<file path="config.mk">
export PLATFORM = sky130hd
export DESIGN_NAME = seq_shift_add_multiplier
export DESIGN_NICKNAME = d
export VERILOG_FILES = /design/src/rtl/seq_shift_add_multiplier.sv
export SDC_FILE = /design/constraint.sdc
export NUM_CORES = 1
export LEC_CHECK = 0
export ABC_AREA = 1
export CAP_MARGIN = 10
export CELL_PAD_IN_SITES_DETAIL_PLACEMENT = 0
export CELL_PAD_IN_SITES_GLOBAL_PLACEMENT = 1
export CORE_AREA = 2 2 207 209
export DETAILED_ROUTE_END_ITERATION = 7
export DIE_AREA = 0 0 209 211
export PLACE_DENSITY_LB_ADDON = 0.1
export REMOVE_ABC_BUFFERS = 1
export SLEW_MARGIN = 20
export SYNTH_ARGS = -nofsm -noshare
export SYNTH_HDL_FRONTEND = slang
export SYNTH_SLANG_ARGS = --single-unit
</file>
<file path="constraint.sdc">
create_clock -name clk -period 2.45 [get_ports clk]
set_clock_uncertainty 0.05 [all_clocks]
set_input_delay 0.245 -clock clk [delete_from_list [all_inputs] [get_ports clk]]
set_output_delay 0.245 -clock clk [all_outputs]
set_load 0.1 [all_outputs]
</file>
<file path="src/rtl/seq_shift_add_multiplier.sv">
// Sequential unsigned shift-add multiplier, one partial product per cycle.
// Optional macro EARLY_TERM_EN: stop RUN once the remaining multiplier is zero.
module seq_shift_add_multiplier #(
  parameter int WIDTH = 32
) (
  input  logic                 clk,
  input  logic                 reset,
  input  logic                 start,
  input  logic [WIDTH-1:0]     A,
  input  logic [WIDTH-1:0]     B,
  output logic                 busy,
  output logic                 done,
  output logic [2*WIDTH-1:0]   OUT
);

  localparam int PW = 2 * WIDTH;
  localparam int CW = $clog2(WIDTH);
  localparam logic [CW-1:0] CNT_LAST = CW'(WIDTH - 1);

  typedef enum logic [1:0] {
    S_IDLE,
    S_RUN,
    S_DONE
  } state_t;

  state_t          r_state;
  state_t          w_state_n;

  logic [PW-1:0]    r_mcand;
  logic [WIDTH-1:0] r_mplier;
  logic [PW-1:0]    r_acc;
  logic [CW-1:0]    r_cnt;
  logic [PW-1:0]    r_out;

  logic [PW-1:0]    w_pp;
  logic [PW-1:0]    w_acc_n;
  logic             w_last;
  logic             w_load;
  logic             w_step;
  logic             w_finish;

  // Single time-shared partial-product row; adder carry-out is dropped.
  assign w_pp    = r_mcand & {PW{r_mplier[0]}};
  assign w_acc_n = r_acc + w_pp;

`ifdef EARLY_TERM_EN
  assign w_last = (r_cnt == CNT_LAST) ||
                  (r_mplier[WIDTH-1:1] == '0);
`else
  assign w_last = (r_cnt == CNT_LAST);
`endif

  // State register.
  always_ff @(posedge clk) begin
    if (reset) begin
      r_state <= S_IDLE;
    end else begin
      r_state <= w_state_n;
    end
  end

  // Next-state and datapath control strobes.
  always_comb begin
    w_state_n = r_state;
    w_load    = 1'b0;
    w_step    = 1'b0;
    w_finish  = 1'b0;
    unique case (r_state)
      S_IDLE: begin
        if (start) begin
          w_load    = 1'b1;
          w_state_n = S_RUN;
        end
      end
      S_RUN: begin
        w_step = 1'b1;
        if (w_last) begin
          w_finish  = 1'b1;
          w_state_n = S_DONE;
        end
      end
      S_DONE: begin
        if (start) begin
          w_load    = 1'b1;
          w_state_n = S_RUN;
        end else begin
          w_state_n = S_IDLE;
        end
      end
      default: begin
        w_state_n = S_IDLE;
      end
    endcase
  end

  // Operand capture on accept, then one shift-add step per RUN cycle.
  always_ff @(posedge clk) begin
    if (reset) begin
      r_mcand  <= '0;
      r_mplier <= '0;
      r_acc    <= '0;
      r_cnt    <= '0;
    end else if (w_load) begin
      r_mcand  <= {{WIDTH{1'b0}}, A};
      r_mplier <= B;
      r_acc    <= '0;
      r_cnt    <= '0;
    end else if (w_step) begin
      r_acc    <= w_acc_n;
      r_mcand  <= r_mcand << 1;
      r_mplier <= r_mplier >> 1;
      r_cnt    <= r_cnt + 1'b1;
    end
  end

  // Product register: written only on the finishing step.
  always_ff @(posedge clk) begin
    if (reset) begin
      r_out <= '0;
    end else if (w_finish) begin
      r_out <= w_acc_n;
    end
  end

  assign busy = (r_state == S_RUN);
  assign done = (r_state == S_DONE);
  assign OUT  = r_out;

endmodule

</file>
==> impl_metrics.env, run 1 <==
export IMPL_worst_pin_slew_ns=0.605
export IMPL_gp_congestion=0.927
export IMPL_arrival_ns=3.01
export IMPL_grt_usage_pct=25.0
export IMPL_run_status="complete, but fails checks"
export IMPL_drc=0
export IMPL_grt_start_max_net_pins=128
export IMPL_r2r_start="r_mplier[0]$_SDFFE_PP0P_"
export IMPL_die_area_sq_um=44100
export IMPL_drv_slew=0
export IMPL_multi_input_area_sq_um=10000
export IMPL_worstPathRequired_ns=2.87
export IMPL_crit_path_start="r_mplier[0]$_SDFFE_PP0P_"
export IMPL_synth_adder_area_share_pct=5.44
export IMPL_layout_nets=2972
export IMPL_cts_tree="done"
export IMPL_worstSetupPathType="reg -> reg"
export IMPL_clkTransAtPathRegs_ns=0.06
export IMPL_synth_xor_area_share_pct=1.66
export IMPL_hold_violations=0
export IMPL_finalWirelength_um=55000
export IMPL_ys_top_cells_by_area="dfxtp_1 30%, nand2_1 19%, inv_1 14%"
export IMPL_fill_cells=4317
export IMPL_chipHeight_um=211
export IMPL_hold_depth=3
export IMPL_initial_core_util_pct=36.7
export IMPL_stdcell_area_sq_um=21500
export IMPL_holdCritStartpoint="B[31]"
export IMPL_synthCells=2528
export IMPL_final_layout_size_suffix_gt1_share_pct=25.7
export IMPL_yosysSeqAreaShare_pct=30.2
export IMPL_fmax_mhz=385
export IMPL_cp_top_family="simple AND/OR/NAND/NOR gates"
export IMPL_htree_levels=1
export IMPL_io_buffers=132
export IMPL_cp_common_cell="nand2_1"
export IMPL_fin_setup_tns_ns=-2.28
export IMPL_synth_top_area_cell="dfxtp_1"
export IMPL_period_share_pct=106
export IMPL_grt_pass1_wl_um=86200
export IMPL_clockRootBuffer="clkbuf_16"
export IMPL_avgSynthCellArea_sq_um=6.06
export IMPL_p_leak_nw=11.5
export IMPL_rsz0062_at_grt="yes"
export IMPL_irDropWorstVdd_mv=0.563
export IMPL_synthMuxAreaShare_pct=0
export IMPL_antenna_found_initial=0
export IMPL_vias=15900
export IMPL_cp_slowest_stage_delay_ns=0.42
export IMPL_register_area_sq_um=4630
export IMPL_postPlaceCellArea_sq_um=18500
export IMPL_synth_compound_area_share_pct=13.4
export IMPL_coreArea_sq_um=41800
export IMPL_path_cells="buf_12, nand2_1, inv_1, ha_2, nand2_1, inv_1, nand2_1, nand3_2, a21oi_2, nand2_1, a21oi_4, buf_4, nand2_1, nand2_1, nand3_1, nand2_1, inv_1"
export IMPL_max_cap_viol_count=0
export IMPL_cts_buffer_depth=3
export IMPL_cp_start_kind="flip-flop"
export IMPL_avgViaCountPerCell=4.69
export IMPL_drt_iter0_drc=935
export IMPL_firstDrtPassIters=5
export IMPL_grt_pass1_vias=15400
export IMPL_violations="setup timing"
export IMPL_cts_sinks=231
export IMPL_gr_total_overflow=0
export IMPL_place_hpwl_um=40700
export IMPL_ant_nets=0
export IMPL_holdBufCountCts=0
export IMPL_powerDensity_nw_per_um2=446
export IMPL_fin_ws_ns=-0.149
export IMPL_syn_to_final_growth_pct=40.4
export IMPL_netlist_area_leader_share_pct=30.2
export IMPL_io_pins=133
export IMPL_yosys_area_share_simple_pct=33.0
export IMPL_cp_max_fo=16
export IMPL_period_needed_ns=2.60
export IMPL_die_x_um=209
export IMPL_synth_top_family_by_area="simple AND/OR/NAND/NOR gates"
export IMPL_hold_path_class="in -> reg"
export IMPL_synth_area_sq_um=15300
export IMPL_insertion_delay_ns=0.58
export IMPL_path_buf_inv=5
export IMPL_worstSetupPathDepth=17
export IMPL_numCtsBuffers=28
export IMPL_diodes=0
export IMPL_wire_per_inst_um=16.2
export IMPL_maxSlewHeadroom_pct=59.7
export IMPL_end_kind="flip-flop"
export IMPL_num_rows=75
export IMPL_setup_viol=64
export IMPL_yosys_register_bits=231
export IMPL_reg2reg_depth=17
export IMPL_yosysUniqueCellTypes=38
export IMPL_yosysWarnings=0
export IMPL_cp_slowest_cell="dfxtp_4"
flip-flops by register name (all words and copies together), names as in the netlist:
signal	cells
OUT	64
r_mplier	32
r_cnt	5
r_mcand	64
r_acc	64
r_state	2
per-layer routing:
layer	vias to the layer above	part of all wire (%)	GRT usage, %
li1	8320	-	-
met1	7263	52	37.4
met2	299	42	38.9
met3	44	4.6	2.54
met4	0	1.6	4.83
met5	-	0	0
power breakdown:
part | internal, mW | switching [mW]
Sequential | 3.93 | 0.112
Combinational | 0.662 | 0.856
Clock | 2.33 | 1.70
per-stage QoR:
stage               utilization [%]  hold WS, ns  setup WS, ns  total power [mW]  std cells
detailed placement             44.4        0.404        -0.386              5.38       3329
global placement               44.4        0.403        -0.374              5.36       3329
CTS                            50.8        0.225        -0.134              9.69       3393
global route                   51.5        0.251        -0.308              10.0       3394
floorplan                         -        0.264         -8.88              4.83       2443
finish                         51.5        0.227        -0.149              9.60       3394
synthesized netlist by cell type:
cell type and n:
nand2_1 782, inv_1 566, dfxtp_1 231, nor2_1 215
nand3_1 121, o21ai_0 112, a21oi_1 83, ha_1 65
a221oi_1 57, clkbuf_1 56, o21a_1 32, o21bai_1 25
xor2_1 25, nor2_2 22, nand2_2 20, buf_2 15
buf_1 14, o211ai_1 12, nand3_2 11, nand4_1 11
inv_2 9, nor3_1 9, a211oi_1 4, xnor2_1 4
nor2_4 3, nor3_2 3, nor3_4 3, a21o_1 2
and2_1 2, nand2_4 2, nand4_2 2, nor4_1 2
nor4_2 2, o21ai_1 2, and3_1 1, clkinv_1 1
fa_1 1, o21bai_2 1
final timing paths:
kind                                to  slack [ns]
max               OUT[56]$_SDFFE_PP0P_       -0.15
min          r_mplier[31]$_SDFFE_PP0P_        0.23
max reg2reg       OUT[56]$_SDFFE_PP0P_       -0.15
min reg2reg   r_mcand[63]$_SDFFE_PP0P_        0.41
placed cells by master, fill, tap and decap left out, drive strengths merged, types with 65 or more instances in the layout:
cell	instances
buf	300
a21oi	83
nand3	132
dfxtp	231
nor2	240
inv	574
nand2	804
o21ai	114
clkdlybuf4s50	66
ha	65
cell families after synthesis:
| logic type | after synthesis |
|---|---|
| AND/OR/NAND/NOR | 1211 |
| buffers and inverters | 661 |
| AO/OA/AOI/OAI | 330 |
| flip-flops | 231 |
| adder cells (fa/ha/maj) | 66 |
| XOR/XNOR | 29 |
worst reg2reg max path, cell delays in order (launching register included):
cell and delay, ns:
dfxtp_4 0.42, buf_12 0.17, nand2_1 0.09, inv_1 0.08, ha_2 0.32, nand2_1 0.12, inv_1 0.08, nand2_1 0.08
nand3_2 0.10, a21oi_2 0.21, nand2_1 0.12, a21oi_4 0.20, buf_4 0.15, nand2_1 0.04, nand2_1 0.07, nand3_1 0.09
nand2_1 0.08, inv_1 0.03
area by class of cell:
| class | count | share of cell area [%] |
|---|---|---|
| clock buffer | 37 | 3.65 |
| tap | 539 | 3.14 |
| multi-input combinational | 1636 | 46.5 |
| clock inverter | 9 | 0.407 |
| inverter | 576 | 10.1 |
| timing repair buffer | 366 | 14.7 |
| sequential | 231 | 21.5 |
what timing repair did:
| action | 4_1_cts | 5_1_grt |
|---|---|---|
| setup buffers | 15 | 1 |
| gates resized for setup | 334 | 75 |
| pin swaps | 40 | 13 |
| gates cloned | 4 | 0 |
| endpoints found under the setup margin | 95 | 109 |
No activity file was read; power rests on OpenSTA's default activity.
==> run 2: changes to the inputs <==
--- a/config.mk
+++ b/config.mk
@@ -14,6 +14,7 @@
 export DIE_AREA = 0 0 209 211
 export PLACE_DENSITY_LB_ADDON = 0.1
 export REMOVE_ABC_BUFFERS = 1
+export SKIP_LAST_GASP = 1
 export SLEW_MARGIN = 20
 export SYNTH_ARGS = -nofsm -noshare
 export SYNTH_HDL_FRONTEND = slang
==> run 2 against run 1 <==
The run still ends with setup timing left. Largest power group unchanged. Cell count unchanged. Largest cell class unchanged. Sequential power hardly changed. Power decreased by 0.28%. Register-to-register slack got worse by 0.02 ns.
==> impl_metrics.env, run 2 (same netlist as run 1, synthesis figures left out) <==
export IMPL_run_status="complete, but fails checks"
export IMPL_violations="setup timing"
export IMPL_p_seq_share_pct=42.2
export IMPL_cp_common_cell="nand2_1"
export IMPL_p_sw_share_pct=27.8
export IMPL_grt_pass1_vias=15300
export IMPL_irDropWorstVdd_mv=0.562
export IMPL_grt_usage_pct=24.9
export IMPL_syn_to_final_growth_pct=38.7
export IMPL_cp_start_kind="flip-flop"
export IMPL_avgViaCountPerCell=4.68
export IMPL_r2r_start="r_mplier[0]$_SDFFE_PP0P_"
export IMPL_fill_cells=4338
export IMPL_cts_tree="done"
export IMPL_period_share_pct=107
export IMPL_layout_nets=2972
export IMPL_coreArea_sq_um=41800
export IMPL_totalPowerFinal_mw=9.57
export IMPL_worstSetupPathDepth=21
export IMPL_die_x_um=209
export IMPL_cp_slowest_stage_delay_ns=0.42
export IMPL_vias=15900
export IMPL_p_sw_mw=2.66
export IMPL_worst_pin_slew_ns=0.642
export IMPL_setup_viol=62
export IMPL_postLayoutCoreUtil_pct=50.9
export IMPL_final_common_cell="nand2_1"
export IMPL_chipHeight_um=211
export IMPL_holdCritStartpoint="B[31]"
export IMPL_clkTransAtPathRegs_ns=0.06
export IMPL_wl_met3_um=2490
export IMPL_final_layout_size_suffix_gt1_share_pct=23.9
export IMPL_fin_setup_tns_ns=-3.78
export IMPL_firstDrtPassIters=5
export IMPL_wire_per_inst_um=16.1
export IMPL_hold_violations=0
export IMPL_io_buffers=132
export IMPL_drc=0
export IMPL_io_pins=133
export IMPL_die_area_sq_um=44100
export IMPL_comb_power_share_pct=15.6
export IMPL_antenna_found_initial=0
export IMPL_hold_path_class="in -> reg"
export IMPL_maxSlewHeadroom_pct=57.2
export IMPL_cp_slowest_cell="dfxtp_4"
export IMPL_path_buf_inv=9
export IMPL_insertion_delay_ns=0.58
export IMPL_power_internal_mw=6.91
export IMPL_ant_nets=0
export IMPL_max_cap_viol_count=0
export IMPL_rsz0062_at_grt="yes"
export IMPL_num_rows=75
export IMPL_drv_slew=0
export IMPL_hold_depth=3
export IMPL_cts_sinks=231
export IMPL_powerDensity_nw_per_um2=450
export IMPL_cts_buffer_depth=3
export IMPL_holdBufCountCts=0
export IMPL_htree_levels=1
export IMPL_worstSetupPathType="reg -> reg"
export IMPL_wl_met1_um=28300
export IMPL_arrival_ns=3.03
export IMPL_top_layer="met4"
export IMPL_cp_top_family="buffers and inverters"
export IMPL_clockPowerShare_pct=42.1
export IMPL_p_leak_nw=11.4
export IMPL_gp_congestion=0.927
export IMPL_period_needed_ns=2.62
export IMPL_gr_total_overflow=0
export IMPL_layout_common_cells="683 x nand2_1, 555 x inv_1, 278 x buf_4"
export IMPL_diodes=0
export IMPL_crit_path_start="r_mplier[0]$_SDFFE_PP0P_"
export IMPL_fin_ws_ns=-0.166
export IMPL_numCtsBuffers=28
export IMPL_worstPathRequired_ns=2.87
export IMPL_end_kind="flip-flop"
export IMPL_grt_start_max_net_pins=128
export IMPL_clockRootBuffer="clkbuf_16"
export IMPL_place_hpwl_um=40700
export IMPL_path_cells="buf_12, nand2_1, inv_1, ha_4, buf_4, nand2_2, inv_1, nand2_1, nand2_1, inv_1, nand2_1, buf_4, nand2_1, nand2_1, buf_4, inv_1, nand2_1, nand2_1, nand3_1, nand2_1, inv_1"
export IMPL_dr_wl_met2_um=23100
export IMPL_cp_max_fo=16
export IMPL_dp_slack_ns=-0.386
export IMPL_initial_core_util_pct=36.7
export IMPL_grt_pass1_wl_um=85800
export IMPL_fmax_mhz=382
export IMPL_finalWirelength_um=54800
export IMPL_drt_iter0_drc=936
export IMPL_reg2reg_depth=21
-- run 2: worst min-delay path, delay by kind of cell --
family | cells | cell delay, ns
buffers and inverters | 1 | 0.40
AND/OR/NAND/NOR | 2 | 0.16
-- run 2: per-stage QoR --
| stage | hold slack (ns) | instances | instance area (sq um) |
|---|---|---|---|
| floorplan | 0.264 | 2443 | 15000 |
| global placement | 0.403 | 3329 | 18500 |
| detailed placement | 0.404 | 3329 | 18500 |
| CTS | 0.225 | 3393 | 21000 |
| global route | 0.251 | 3394 | 21200 |
| finish | 0.227 | 3394 | 21200 |
-- run 2: power groups by stage --
stage | Clock (mW) | Sequential [mW] | Combinational, mW
finish | 4.03 | 4.04 | 1.50
floorplan | 0 | 4.09 | 0.739
global placement | 0 | 4.09 | 1.27
CTS | 4.15 | 4.04 | 1.49
global route | 4.30 | 4.06 | 1.66
detailed placement | 0 | 4.09 | 1.28
-- run 2: final timing paths --
| kind | endpoint | slack [ns] |
|---|---|---|
| max | OUT[33]$_SDFFE_PP0P_ | -0.17 |
| min | r_mplier[31]$_SDFFE_PP0P_ | 0.23 |
| max reg2reg | OUT[33]$_SDFFE_PP0P_ | -0.17 |
| min reg2reg | r_mcand[63]$_SDFFE_PP0P_ | 0.41 |
-- run 2: repair_timing --
action,CTS,global route
cloned,4,0
pin swaps,40,6
endpoints found under the setup margin,95,108
setup buffers,15,1
gates resized for setup,290,49
-- run 2: layout make-up --
type                    count  area [sq um]  share of cell area, %
clock buffers              37           785                   3.69
clock inverters             9          87.6                  0.412
multi-input cells        1636          9750                   45.9
inverters                 576          2160                   10.2
repair buffers            366          3160                   14.9
flip-flops and latches    231          4630                   21.8
well taps                 539           674                   3.17
-- run 2: per-layer routing --
metal  up-vias  GRT usage [%]
met1      7241           37.3
met4         0           4.51
met2       274           38.9
met3        42           2.57
met5         -              0
li1       8310              -
